==> src/rtl/seq_arith_unit.sv <==
// Clocked arithmetic unit: add/sub/logic in one cycle, shift-add multiply and
// restoring divide over WIDTH cycles. Divider present only when SEQ_ARITH_DIV_EN is defined.
module seq_arith_unit #(
  parameter int WIDTH = 8
) (
  input  logic               clk,
  input  logic               rst,
  input  logic               in_valid,
  output logic               in_ready,
  input  logic [WIDTH-1:0]   x,
  input  logic [WIDTH-1:0]   y,
  input  logic [2:0]         op,
  output logic               out_valid,
  input  logic               out_ready,
  output logic [2*WIDTH-1:0] result,
  output logic               overflow,
  output logic               zero,
  output logic               err
);
  localparam int RW = 2 * WIDTH;
  localparam int CW = $clog2(WIDTH);
  localparam logic [2:0] OP_ADD = 3'b000, OP_SUB = 3'b001, OP_MUL = 3'b010,
                         OP_DIV = 3'b011, OP_AND = 3'b100, OP_OR  = 3'b101,
                         OP_XOR = 3'b110, OP_NOT = 3'b111;

  // Handshake: a command transfers on a rising edge where in_valid & in_ready;
  // a result transfers on a rising edge where out_valid & out_ready.
  typedef enum logic [1:0] {IDLE, BUSY, DONE} state_t;
  state_t state;

  logic [2:0]    op_q;
  logic [CW-1:0] count_q;
  logic [WIDTH-1:0] mplr_q;
  logic [RW-1:0] mcand_q, prod_q, prod_nxt, iter_result;

  assign in_ready  = (state == IDLE);
  assign out_valid = (state == DONE);

  // Single-cycle results, computed straight from the operands being accepted.
  logic [WIDTH:0]  sum, diff;
  logic [RW-1:0]   s_result;
  logic            s_ovf, s_err, s_multi;

  always_comb begin
    sum      = {1'b0, x} + {1'b0, y};
    diff     = {1'b0, x} - {1'b0, y};
    s_result = '0;
    s_ovf    = 1'b0;
    s_err    = 1'b0;
    s_multi  = 1'b0;
    case (op)
      OP_ADD: begin
        s_result = {{(WIDTH-1){1'b0}}, sum};
        s_ovf    = (x[WIDTH-1] == y[WIDTH-1]) && (sum[WIDTH-1] != x[WIDTH-1]);
      end
      OP_SUB: begin
        s_result = {{(WIDTH-1){1'b0}}, diff};
        s_ovf    = (x[WIDTH-1] != y[WIDTH-1]) && (diff[WIDTH-1] != x[WIDTH-1]);
      end
      OP_MUL: s_multi = 1'b1;
      OP_DIV: begin
`ifdef SEQ_ARITH_DIV_EN
        if (y == '0) begin
          s_result = {x, {WIDTH{1'b1}}};
          s_err    = 1'b1;
        end else begin
          s_multi = 1'b1;
        end
`else
        s_err = 1'b1;
`endif
      end
      OP_AND:  s_result = {{WIDTH{1'b0}}, x & y};
      OP_OR:   s_result = {{WIDTH{1'b0}}, x | y};
      OP_XOR:  s_result = {{WIDTH{1'b0}}, x ^ y};
      OP_NOT:  s_result = {{WIDTH{1'b0}}, ~x};
      default: s_result = '0;
    endcase
  end

  assign prod_nxt = prod_q + (mplr_q[0] ? mcand_q : '0);

`ifdef SEQ_ARITH_DIV_EN
  logic [WIDTH-1:0] quo_q, rem_q, div_q, rem_nxt, quo_nxt, rem_diff;
  logic [WIDTH:0]   rem_sh;
  logic             take;

  // One restoring step: shift in the next dividend bit, subtract if it fits.
  always_comb begin
    rem_sh   = {rem_q, quo_q[WIDTH-1]};
    take     = (rem_sh >= {1'b0, div_q});
    rem_diff = rem_sh[WIDTH-1:0] - div_q;
    rem_nxt  = take ? rem_diff : rem_sh[WIDTH-1:0];
    quo_nxt  = {quo_q[WIDTH-2:0], take};
  end
  assign iter_result = (op_q == OP_DIV) ? {rem_nxt, quo_nxt} : prod_nxt;
`else
  assign iter_result = prod_nxt;
`endif

  always_ff @(posedge clk) begin
    if (rst) begin
      state    <= IDLE;
      op_q     <= '0;
      count_q  <= '0;
      mplr_q   <= '0;
      mcand_q  <= '0;
      prod_q   <= '0;
      result   <= '0;
      overflow <= 1'b0;
      zero     <= 1'b0;
      err      <= 1'b0;
`ifdef SEQ_ARITH_DIV_EN
      quo_q    <= '0;
      rem_q    <= '0;
      div_q    <= '0;
`endif
    end else begin
      case (state)
        IDLE: if (in_valid) begin
          op_q <= op;
          if (s_multi) begin
            state   <= BUSY;
            count_q <= '0;
            mplr_q  <= y;
            mcand_q <= {{WIDTH{1'b0}}, x};
            prod_q  <= '0;
`ifdef SEQ_ARITH_DIV_EN
            quo_q   <= x;
            rem_q   <= '0;
            div_q   <= y;
`endif
          end else begin
            state    <= DONE;
            result   <= s_result;
            overflow <= s_ovf;
            err      <= s_err;
            zero     <= (s_result == '0);
          end
        end
        BUSY: begin
          count_q <= count_q + 1'b1;
          mplr_q  <= mplr_q >> 1;
          mcand_q <= mcand_q << 1;
          prod_q  <= prod_nxt;
`ifdef SEQ_ARITH_DIV_EN
          quo_q   <= quo_nxt;
          rem_q   <= rem_nxt;
`endif
          if (count_q == CW'(WIDTH - 1)) begin
            state    <= DONE;
            result   <= iter_result;
            overflow <= (op_q == OP_MUL) && (iter_result[RW-1:WIDTH] != '0);
            err      <= 1'b0;
            zero     <= (iter_result == '0);
          end
        end
        DONE: if (out_ready) state <= IDLE;
        default: state <= IDLE;
      endcase
    end
  end
endmodule

==> config.mk <==
export PLATFORM = sky130hd
export DESIGN_NAME = seq_arith_unit
export DESIGN_NICKNAME = d
export VERILOG_FILES = /design/src/rtl/seq_arith_unit.sv
export SDC_FILE = /design/constraint.sdc
export NUM_CORES = 1
export LEC_CHECK = 0
export CORE_UTILIZATION = 28
export DETAILED_ROUTE_END_ITERATION = 10
export GPL_TIMING_DRIVEN = 0
export RECOVER_POWER = 100
export SLEW_MARGIN = 30
export SYNTH_ARGS = -nofsm -noshare
export SYNTH_HDL_FRONTEND = slang
export SYNTH_SLANG_ARGS = --single-unit
==> constraint.sdc <==
create_clock -name clk -period 7.8 [get_ports clk]
set_clock_uncertainty 0.15 [all_clocks]
set_input_delay 1.56 -clock clk [delete_from_list [all_inputs] [get_ports clk]]
set_output_delay 1.56 -clock clk [all_outputs]
set_load 0.02 [all_outputs]
==> results of run 1 <==
-- worst max-delay path: stages --
cell	delay, ns
dlygate4sd3_1	0.74
inv_1	0.08
ha_1	0.27
clkbuf_1	0.33
nor2b_1	0.12
o311a_1	0.33
o311a_1	0.33
o211ai_1	0.18
nand3b_1	0.17
o41ai_1	0.37
o21bai_1	0.15
-- stage by stage --
| stage | total power [mW] | utilization | setup slack [ns] | instance area, um^2 | std cells |
|---|---|---|---|---|---|
| floorplan | 0.4691 | - | 3.916 | 5059 | 647 |
| global placement | 0.5290 | 0.3302 | 3.038 | 5771 | 915 |
| detailed placement | 0.5301 | 0.3302 | 3.040 | 5771 | 915 |
| CTS | 0.9671 | 0.3484 | 3.372 | 6088 | 931 |
| global route | 0.9970 | 0.3484 | 3.121 | 6088 | 931 |
| finish | 0.9634 | 0.3484 | 3.268 | 6088 | 931 |
-- synthesized netlist by cell type (5+ instances only) --
library cell,number
nor2_1,70
dfxtp_1,67
a21oi_1,54
nand2_1,53
ha_1,41
nand3_1,36
clkbuf_1,32
inv_1,32
and2_1,19
nor3_1,18
a222oi_1,13
o21ai_0,13
mux2i_1,12
o211ai_1,11
a22oi_1,10
a31oi_1,8
nand2b_1,8
nor2b_1,8
buf_1,7
xor2_1,7
buf_2,6
nor4_1,6
xnor2_1,6
a211oi_1,5
nand4_1,5
nor3b_1,5
o22ai_1,5
or2_2,5
-- state kept, by name (all words and copies together), names as in the netlist --
name      count
count_q       3
mcand_q      16
op_q          3
overflow      1
state         2
err           1
mplr_q        8
prod_q       16
zero          1
result       16
-- report_power, final --
| part | switching [mW] | internal, mW | total, mW |
|---|---|---|---|
| sequential | 0.00483 | 0.351 | 0.355 |
| combinational | 0.101 | 0.0658 | 0.167 |
| clock | 0.161 | 0.280 | 0.441 |
-- cells by family after synthesis --
kind of cell,Yosys count,share of synthesized area
adder cells (fa/ha/maj),44,0.1133
XOR/XNOR,13,0.02251
flip-flops,67,0.2652
AO/OA/AOI/OAI,169,0.2384
multiplexers,19,0.04600
buffers and inverters,78,0.06085
AND/OR/NAND/NOR,257,0.2538
-- metal layers --
| metal | track usage | vias to the layer above | share of wire | wire (um) |
|---|---|---|---|---|
| li1 | - | 2471 | - | - |
| met5 | 0 | - | 0 | 0 |
| met4 | 0.05123 | 0 | 0.014 | 221 |
| met2 | 0.2786 | 160 | 0.45 | 6871 |
| met1 | 0.2384 | 2399 | 0.49 | 7491 |
| met3 | 0.02535 | 22 | 0.055 | 845 |
-- worst paths after layout --
| kind | slack [ns] | cells after the start | to |
|---|---|---|---|
| setup / recovery | 3.27 | 11 | zero$_SDFFE_PP0P_ |
| hold / removal | 0.30 | 2 | result[5]$_SDFFE_PP0P_ |
| setup reg to reg | 3.94 | 10 | overflow$_SDFFE_PP0P_ |
| hold reg to reg | 0.30 | 2 | result[5]$_SDFFE_PP0P_ |
-- layout make-up --
| cell class | instances | area, um^2 | area share |
|---|---|---|---|
| Clock inverter | 6 | 88.84 | 0.01459 |
| Timing Repair Buffer | 43 | 430.4 | 0.07069 |
| Multi-Input combinational cell | 502 | 3410 | 0.5600 |
| Tap cell | 225 | 281.5 | 0.04624 |
| Inverter | 32 | 120.1 | 0.01973 |
| Sequential cell | 67 | 1341 | 0.2203 |
| Buffer | 46 | 187.7 | 0.03083 |
| Clock buffer | 10 | 229.0 | 0.03761 |
==> results.txt, run 1 <==
I/O pin count - 44
status - completed
antenna violations before repair - 0
predominant post-synthesis flop cell - dfxtp_1
Area growth syn-to-layout - 20.36%
cts hold-fix bufs - 0
top-area cell type share of the netlist area - 0.2651
TritonCTS clock tree - yes
CP Max Fanout - 10
most common cell after layout, fill and taps aside - nor2_1
root buffer cell - clkbuf_16
Post-synth EDFFs - 0
Final nets - 768
crit path launch - x[2]
fin crit share - 0.5811
H-tree depth - 3
routability cong. - 0.8978
min Tclk post-route - 4.532 ns
TritonCTS Buffers - 9
largest net degree at the start of global routing - 13
share of cells above drive strength 1 - 0.06516
Worst Tran Pin Value - 0.7756 ns
leading cell types in the layout, fill and taps excluded - nor2_1 (70), dfxtp_1 (67), a21oi_1 (54)
first-pass GRT wire length - 24790 um
drt wl/cell - 16.57 um
Die Wd - 136.4 um
Fin Hold WS - 0.2964 ns
clk_lat worst skew - 0.34 ns
max cap viols - 0
post-DP HPWL - 11900 um
Avg Cell Area, Syn - 7.819 um^2
Residual DRC - 0
Yosys cell types - 72
Max Clk Rate - 220.6 MHz
Hold Vio Cnt, Final - 0
PortBufs - 43
Min-Delay Path Class - flip-flop to flip-flop
PwrDens - 158.2 nW/um^2
top cells by area, synth - dfxtp_1 (27%), ha_1 (10%), a21oi_1 (5.3%)
Site Rows - 48
Synthesized Nets - 714
Via density - 5.426
Slew Viols, Final - 0
Syn Inst Count - 647
PostCTS Resize Cnt - 0
total die area - 18610 um^2
Setup Fix Bufs, Post-CTS - 0
share of the yosys chip area belonging to registers - 0.2651
via count - 5052
Synth Register Bits - 67
total core area - 17480 um^2
grt ovf - 0
initial core utilization - 0.2894
Worst slew margin - 0.4756
Fillers - 1870
Post-Syn Area - 5059 um^2
critical path class - input port to flip-flop
asr flop ratio synth - 0
Critical Path RT - 7.92 ns
clock-pin slew on the worst setup and hold paths - 0.06 ns
RSZ-0062 raised after global routing - no
r2r startpoint - mplr_q[0]$_SDFFE_PP0P_
worst min-delay path startpoint - result[5]$_SDFFE_PP0P_
ANT cells - 0
maximum clock path buffer count - 2
dominant cell type by area after synthesis - dfxtp_1
critical path capture point type - flip-flop
peak supply drop - 0.00009660 V
Leakage - 2.406 nW
1st-pass router iterations - 8
final setup violation count - 0
Setup crit start kind - input port
WP data arrival - 4.66 ns
GRT Total Usage - 0.1736
yosys warns - 0
vias in the first global route - 4613
Routed WL - 15430 um
remaining antenna violation count - 0
Post-Route Setup TNS - 0 ns
die span in y - 136.4 um
1st-iter DRT viols - 452
CTS Sinks - 67
(Power assumes the default switching activity.)
==> run 2: changes to the inputs <==
- clock period: 7.8 -> 4.65 ns (I/O delays scaled with it)
==> run 2 against run 1 <==
Against the previous run: sequential power grew 68%; worst hold slack is essentially flat; worst setup slack got worse by 2.7 ns; core utilization about the same; flip-flop and latch count unchanged; largest cell class unchanged; highest routed layer unchanged.
==> results.txt, run 2 (synthesis results as in run 1) <==
critical path class - flip-flop to flip-flop
die span in y - 136.4 um (unchanged)
fin crit share - 0.8819
CP Max Fanout - 10 (unchanged)
PortBufs - 43 (unchanged)
largest net degree at the start of global routing - 13 (unchanged)
antenna violations before repair - 0 (unchanged)
reg2reg path depth - 10 (unchanged)
Worst slew margin - 0.4695 (-0.006140)
Sw Ratio - 0.2762 (-0.0006632)
CP Cell Sequence - clkbuf_1, and2_0, ha_1, o21ai_1, o21ai_0, a21boi_0, o41ai_1, xor2_1, or4_4, a41o_1
1st-iter DRT viols - 440 (-2.7%)
total core area - 17480 um^2 (unchanged)
clock-pin slew on the worst setup and hold paths - 0.06 ns (about the same)
CTS Sinks - 67 (unchanged)
share of cells above drive strength 1 - 0.06232 (-0.002833)
Worst R2R End - overflow$_SDFFE_PP0P_
Critical Path Slowest Stage Cell - or4_4
Critical Path RT - 4.73 ns (-3.19 ns)
Die Wd - 136.4 um (unchanged)
Worst Tran Pin Value - 0.7847 ns (+0.009082 ns)
grt ovf - 0 (unchanged)
status - completed
TritonCTS Buffers - 9 (unchanged)
Internal - 1.169 mW (+68%)
register area - 1341 um^2 (unchanged)
root buffer cell - clkbuf_16
first-pass GRT wire length - 24790 um (unchanged)
Final nets - 768 (unchanged)
Sequential Power Share - 0.369 (about the same)
vias in the first global route - 4613 (unchanged)
max cap viols - 0 (unchanged)
Setup crit start kind - flip-flop
Slew Viols, Final - 0 (unchanged)
WP data arrival - 4.18 ns (-0.48 ns)
Post-Route Setup TNS - 0 ns (unchanged)
PwrDens - 265.4 nW/um^2 (+68%)
drt wl/cell - 16.57 um (about the same)
RSZ-0062 raised after global routing - no
Leakage - 2.399 nW (-0.31%)
post-DP HPWL - 11900 um (unchanged)
Via density - 5.452 (+0.48%)
biggest registers after layout - mcand_q: 16 flops, prod_q: 16 flops, result: 16 flops
maximum clock path buffer count - 2 (unchanged)
H-tree depth - 3 (unchanged)
clk_lat worst skew - 0.34 ns (about the same)
PostCTS Resize Cnt - 0 (unchanged)
r2r startpoint - mplr_q[0]$_SDFFE_PP0P_
initial core utilization - 0.2894 (unchanged)
Crit. path cell count - 10 (-1)
Fillers - 1870 (unchanged)
Bufs and invs on worst path - 1 (-2)
I/O pin count - 44 (unchanged)
Logic pwr share - 0.173 (about the same)
Residual DRC - 0 (unchanged)
routability cong. - 0.8978 (unchanged)
CP top delay family - compound AO/OA/AOI/OAI gates
Routed WL - 15430 um (about the same)
hold path cells - 2 (unchanged)
peak supply drop - 0.0001602 V (+66%)
via count - 5076 (+0.48%)
TritonCTS clock tree - yes
final setup violation count - 0 (unchanged)
GRT Total Usage - 0.1736 (unchanged)
most common cell after layout, fill and taps aside - nor2_1
area of the multi-input gates - 3406 um^2 (-0.11%)
Site Rows - 48 (unchanged)
cts hold-fix bufs - 0 (unchanged)
Area growth syn-to-layout - 20.26% (about the same)
leading cell types in the layout, fill and taps excluded - nor2_1 (70), dfxtp_1 (67), a21oi_1 (54)
Clk pwr share - 0.457 (about the same)
crit path launch - mplr_q[0]$_SDFFE_PP0P_
Max Clk Rate - 243.8 MHz
sw power - 445.9 uW (+67%)
slowest stage delay, CP - 0.60 ns (-0.14 ns)
crit path to - overflow$_SDFFE_PP0P_
R2R Setup Slk - 0.55 ns (-3.39 ns)
min Tclk post-route - 4.101 ns
ANT cells - 0 (unchanged)
1st-pass router iterations - 5 (-3)
Hold Vio Cnt, Final - 0 (unchanged)
critical path capture point type - flip-flop
total die area - 18610 um^2 (unchanged)
fin util - 0.3481 (about the same)
Setup Fix Bufs, Post-CTS - 0 (unchanged)
remaining antenna violation count - 0 (unchanged)
Min-Delay Path Class - flip-flop to flip-flop
[run 2: worst min path at each step]
stage / slack, ns / start / endpoint
6_report: 0.30 / result[5]$_SDFFE_PP0P_ / result[5]$_SDFFE_PP0P_
5_1_grt: 0.33 / result[7]$_SDFFE_PP0P_ / result[7]$_SDFFE_PP0P_
4_1_cts: 0.30 / result[5]$_SDFFE_PP0P_ / result[5]$_SDFFE_PP0P_
3_5_place_dp: 0.30 / result[5]$_SDFFE_PP0P_ / result[5]$_SDFFE_PP0P_
3_3_place_gp: 0.29 / result[3]$_SDFFE_PP0P_ / result[3]$_SDFFE_PP0P_
2_1_floorplan: 0.29 / mcand_q[7]$_SDFFE_PP0P_ / mcand_q[8]$_SDFFE_PP0P_
[run 2: through the flow]
step	setup slack [ns]	power, mW	cells	cell area (um^2)	hold slack (ns)
2_1_floorplan	1.396	0.7869	647	5059	0.2898
3_3_place_gp	0.5175	0.8873	915	5771	0.2916
3_5_place_dp	0.5200	0.8892	915	5771	0.2977
4_1_cts	0.8084	1.622	931	6088	0.3035
5_1_grt	0.2645	1.672	931	6083	0.3254
6_report	0.5491	1.615	931	6083	0.2964
[run 2: power groups by stage]
stage / clock (mW) / sequential (mW) / combinational [mW]
floorplan: 0 / 0.615 / 0.172
global placement: 0 / 0.609 / 0.279
detailed placement: 0 / 0.609 / 0.280
CTS: 0.744 / 0.596 / 0.282
global route: 0.767 / 0.597 / 0.308
finish: 0.739 / 0.596 / 0.280
[run 2: routing by layer]
metal  up-vias  routed length [um]  global-route usage
met4         0                 201             0.05123
met2       177                6899              0.2786
met3        19                 914             0.02535
met5         -                   0                   0
li1       2473                   -                   -
met1      2407                7413              0.2384
[run 2: layout make-up]
class	count	share of cell area
tap	225	0.04628
clock buffer	10	0.03764
inverter	32	0.01974
sequential	67	0.2205
timing repair buffer	43	0.07075
buffer	46	0.03065
clock inverter	6	0.01460
multi-input combinational	502	0.5599
[run 2: worst reg2reg max path, stage by stage (launching register included)]
cell	delay [ns]
dfxtp_1	0.53
clkbuf_1	0.36
and2_0	0.19
ha_1	0.19
o21ai_1	0.13
o21ai_0	0.48
a21boi_0	0.31
o41ai_1	0.59
xor2_1	0.21
or4_4	0.60
a41o_1	0.26
